### src/rtl/lram_stream_reader.sv
// lram_stream_reader
// Read-side engine for a dual-port LUT RAM circular buffer. It compares the
// local read pointer with the writer's pointer, drives the RAM's asynchronous
// read address, and drains entries through a single registered valid/ready
// output stage. The read pointer goes back to the writer so the writer can
// detect when the buffer is full.
module lram_stream_reader #(
  parameter int DATA_W = 8,
  parameter int DEPTH  = 8,
  parameter int ADDR_W = $clog2(DEPTH)
) (
  input  logic              clk,
  input  logic              rst,
  input  logic [ADDR_W:0]   i_wptr,
  output logic [ADDR_W:0]   o_rptr,
  output logic [ADDR_W-1:0] o_raddr,
  input  logic [DATA_W-1:0] i_rdata,
  input  logic              i_flush,
  output logic [DATA_W-1:0] o_data,
  output logic              o_valid,
  input  logic              i_ready,
  output logic [ADDR_W:0]   o_level,
  output logic              o_err
);

  // DEPTH at pointer width, so the overrun compare needs no width extension.
  localparam logic [ADDR_W:0] DEPTH_L = (ADDR_W + 1)'(DEPTH);

  logic [ADDR_W:0] rptr_q;
  logic [ADDR_W:0] avail;
  logic            fetch;
  logic            xfer;

  // Occupancy. Modulo subtraction on wrap-bit pointers gives 0..DEPTH for a
  // well-behaved writer. A value above DEPTH means the writer overran us.
  always_comb begin
    avail = i_wptr - rptr_q;
  end

  // Fetch whenever an entry is waiting and the output stage is empty or is
  // being emptied this cycle. i_ready reaches only this enable, so it has no
  // combinational path to o_valid or o_data.
  always_comb begin
    fetch = (avail != '0) && (!o_valid || i_ready) && !i_flush;
    xfer  = o_valid && i_ready;
  end

  // Read pointer and output stage. Flush takes priority and resynchronises to
  // the writer. A fetch reloads the stage even when a beat leaves in the same
  // cycle, which keeps the stream back-to-back.
  always_ff @(posedge clk) begin
    if (rst) begin
      rptr_q  <= '0;
      o_data  <= '0;
      o_valid <= 1'b0;
    end else if (i_flush) begin
      rptr_q  <= i_wptr;
      o_valid <= 1'b0;
    end else if (fetch) begin
      rptr_q  <= rptr_q + 1'b1;
      o_data  <= i_rdata;
      o_valid <= 1'b1;
    end else if (xfer) begin
      o_valid <= 1'b0;
    end
  end

  // Sticky overrun flag. It only reports the overrun and does not steer the
  // datapath.
  always_ff @(posedge clk) begin
    if (rst) begin
      o_err <= 1'b0;
    end else if (avail > DEPTH_L) begin
      o_err <= 1'b1;
    end
  end

  // Exported pointer, RAM address (low bits, wrap bit dropped) and level.
  always_comb begin
    o_rptr  = rptr_q;
    o_raddr = rptr_q[ADDR_W-1:0];
    o_level = avail;
  end

endmodule
### config.mk
export PLATFORM = sky130hd
export DESIGN_NAME = lram_stream_reader
export DESIGN_NICKNAME = d
export VERILOG_FILES = /design/src/rtl/lram_stream_reader.sv
export SDC_FILE = /design/constraint.sdc
export NUM_CORES = 1
export LEC_CHECK = 0
export CORE_MARGIN = 3
export CORE_UTILIZATION = 42
export DETAILED_ROUTE_END_ITERATION = 6
export PLACE_DENSITY = 0.76
export SLEW_MARGIN = 0
export SYNTH_ARGS = -nofsm -noshare
export SYNTH_HDL_FRONTEND = slang
export SYNTH_SLANG_ARGS = --single-unit
### constraint.sdc
create_clock -name clk -period 3.3 [get_ports clk]
set_input_delay 0.66 -clock clk [delete_from_list [all_inputs] [get_ports clk]]
set_output_delay 0.66 -clock clk [all_outputs]
set_load 0.01 [all_outputs]
==> results.yml <==
setup_path:
  reg2reg_depth: 8
  crit_path_max_fanout: 3
  worst-setup-path-type: "primary input to primary output"
  reg2reg_slack_ns: 0.94
  r2r-start: "o_rptr[0]"
  timing.rr.end: "o_data[6]"
  critPathLaunchType: "primary input"
  cp_slowest_cell: "clkdlybuf4s50_1"
  critPathMaxStageDelay_ns: 0.49
  cpMostUsedCell: "inv_1"
  worstPathBufferInverterCount: 5
  critPathCaptureType: "primary output"
  path_cells: "clkdlybuf4s50_1 > inv_1 > ha_1 > inv_1 > fa_1 > xnor2_1 > inv_1 > clkdlybuf4s50_1"
  critPathTopFamily: "buffers and inverters"
  cp.arrival_ns: 2.51
  worstPathRequired_ns: 2.64
  path_depth: 8
synth:
  synth_area_leader_cell: "dfxtp_1"
  synth_cells: 112
  syn_area_um2: 933
  synth_top_area_frac: 0.300
  yosysWarnings: 0
  synth_nets: 133
  synth_edf_count: 0
  async_reset_ff_frac: 0
  ys_ff_latch: 14
  seq_area_frac_synth: 0.300
  yosys-top-cells-area: "dfxtp_1, mux2i_1, nand2_1"
  synth_flop_cell: "dfxtp_1"
  synth_cell_type_count: 36
  synth_area_per_cell_um2: 8.33
cts:
  htree_levels: 1
  cts_resized: 0
  cts_buffers: 3
  clock-sinks: 14
  post_cts_buffers: 0
  root_buffer: "clkbuf_4"
  cts_hold_buf: 0
  clk_pin_slew_worst_paths_ns: 0.09
  clockBufferDepth: 2
  tritoncts: "yes"
  clk_latency_ns: 0.28
finish:
  nNetsFinal: 169
  area_growth_pct: 42.9
  layout_common_cells: "clkdlybuf4s50_1, nand2_1, dfxtp_1, inv_1, mux2i_1"
  fin_area_um2: 1330
  drive_above_1_share: 0.0816
  fillCellCount: 190
  n_antenna_cell: 0
  ff_latch_area_um2: 280
  layout_commonest_cell: "clkdlybuf4s50_1"
  multi_input_area_um2: 571
timing:
  drv_slew: 0
  rsz0062_at_grt: "no"
  report.final.hold_viol_count: 0
  fmax_ghz: 0.315
  setup_viol: 0
  slew_headroom: 0.623
  period_minus_slack_ns: 3.17
  worst_slew_pin_slew_ns: 0.563
  post-route-period-util: 0.961
  fin_tns_setup_ns: 0
  skew_ns: 0.00673
die:
  dieArea_um2: 2820
  core_um2: 2040
  die_w_um: 53.1
  pin_count: 37
  num_rows: 16
  start_util: 0.457
  fp.dieH_um: 53.1
detailed_routing:
  finalWirelength_um: 2200
  drt_iter0_drc: 23
  drc_errors: 0
  num_vias: 943
  final_antenna_net_count: 0
  wl_per_cell_um: 12.6
  dr.pass1.iters: 4
  via_per_inst: 5.42
run_status:
  run_status: "finished clean"
global_route:
  grt_pass1_wl_um: 3660
  grt_pass1_vias: 854
  grt_overflow: 0
  grt_max_degree: 21
  grt_antenna_before_repair: 0
  grt_usage: 0.177
placed_design:
  gp_congestion: 0.856
  io_buffer_count: 36
  place_area_um2: 1300
  place_hpwl_um: 1700
hold_path:
  hold_path_depth: 2
  hold_start: "o_data[2]"
  hold_path_class: "flop to flop"
  holdPathEnd: "o_data[2]"
power:
  power.leakage_nw: 0.549
  p_per_area_nw_per_um2: 410
  ir_drop_uv: 341
job:
  maxCapViolations: 0
==> layer usage <==
layer | part of all wire | track usage | vias to the layer above | wire length [um]
met2 | 0.49 | 0.298 | 44 | 1080
li1 | - | - | 462 | -
met4 | 0.0032 | 0.0426 | 0 | 7
met1 | 0.41 | 0.215 | 435 | 898
met3 | 0.096 | 0.0592 | 2 | 211
met5 | 0 | 0 | - | 0
==> sequential cells by signal, summed over array words and instances, names as in the netlist <==
name and flops:
o_rptr 4, o_valid 1, o_data 8, o_err 1
==> how the worst max path moves through the flow <==
| stage | start | to | slack, ns |
|---|---|---|---|
| 6_report | i_wptr[0] | o_level[2] | 0.13 |
| 5_1_grt | i_wptr[0] | o_level[2] | 0.002 |
| 4_1_cts | i_wptr[0] | o_level[2] | 0.12 |
| 3_5_place_dp | i_wptr[0] | o_level[2] | 0.13 |
| 3_3_place_gp | i_wptr[0] | o_level[2] | 0.17 |
| 2_1_floorplan | i_wptr[0] | o_data[0] | 0.70 |
==> through the flow <==
| step | instances | hold WS [ns] | utilization | power [mW] | setup WS, ns |
|---|---|---|---|---|---|
| finish | 174 | 0.460 | 0.653 | 0.547 | 0.127 |
| detailed placement | 170 | 0.448 | 0.635 | 0.428 | 0.129 |
| global placement | 170 | 0.442 | 0.635 | 0.423 | 0.174 |
| floorplan | 112 | 0.479 | - | 0.329 | 0.698 |
| global route | 174 | 0.488 | 0.653 | 0.584 | 0.00182 |
| CTS | 174 | 0.463 | 0.653 | 0.550 | 0.121 |
==> cells by family after synthesis <==
group,Yosys count,synth area share
buf+inv,16,0.0885
mux,8,0.0858
compound gates,16,0.145
xor+xnor,3,0.0282
simple gates,50,0.278
fa+ha+maj,5,0.0751
flops,14,0.300
==> Yosys cell counts (2+ instances only) <==
master / number
mux2i_1: 8
nand2b_1: 3
nor3_1: 6
dfxtp_1: 14
o21a_1: 2
a31oi_1: 2
xnor2_1: 2
clkbuf_1: 3
nor2_1: 4
ha_1: 4
inv_1: 8
nor2b_1: 2
and4_1: 3
nand2_1: 20
a21oi_1: 4
buf_4: 4
nand3_1: 4
==> area by class of cell <==
type                    instances  area share
clock buffers                   4      0.0272
inverters                       8      0.0225
multi-input cells              82       0.428
flip-flops and latches         14       0.210
well taps                      27      0.0253
repair buffers                 39       0.287
==> power breakdown <==
| group | internal (mW) | leakage, nW | switching [mW] |
|---|---|---|---|
| registers | 0.186 | 0.116 | 0.0157 |
| logic | 0.121 | 0.412 | 0.103 |
| clock network | 0.0671 | 0.0210 | 0.0545 |
==> tightest hold or removal path, stage by stage (launching register included) <==
cell	delay (ns)
dfxtp_1	0.32
nand2_1	0.05
mux2i_1	0.05
Note: power is estimated with default switching activity, not from simulation.
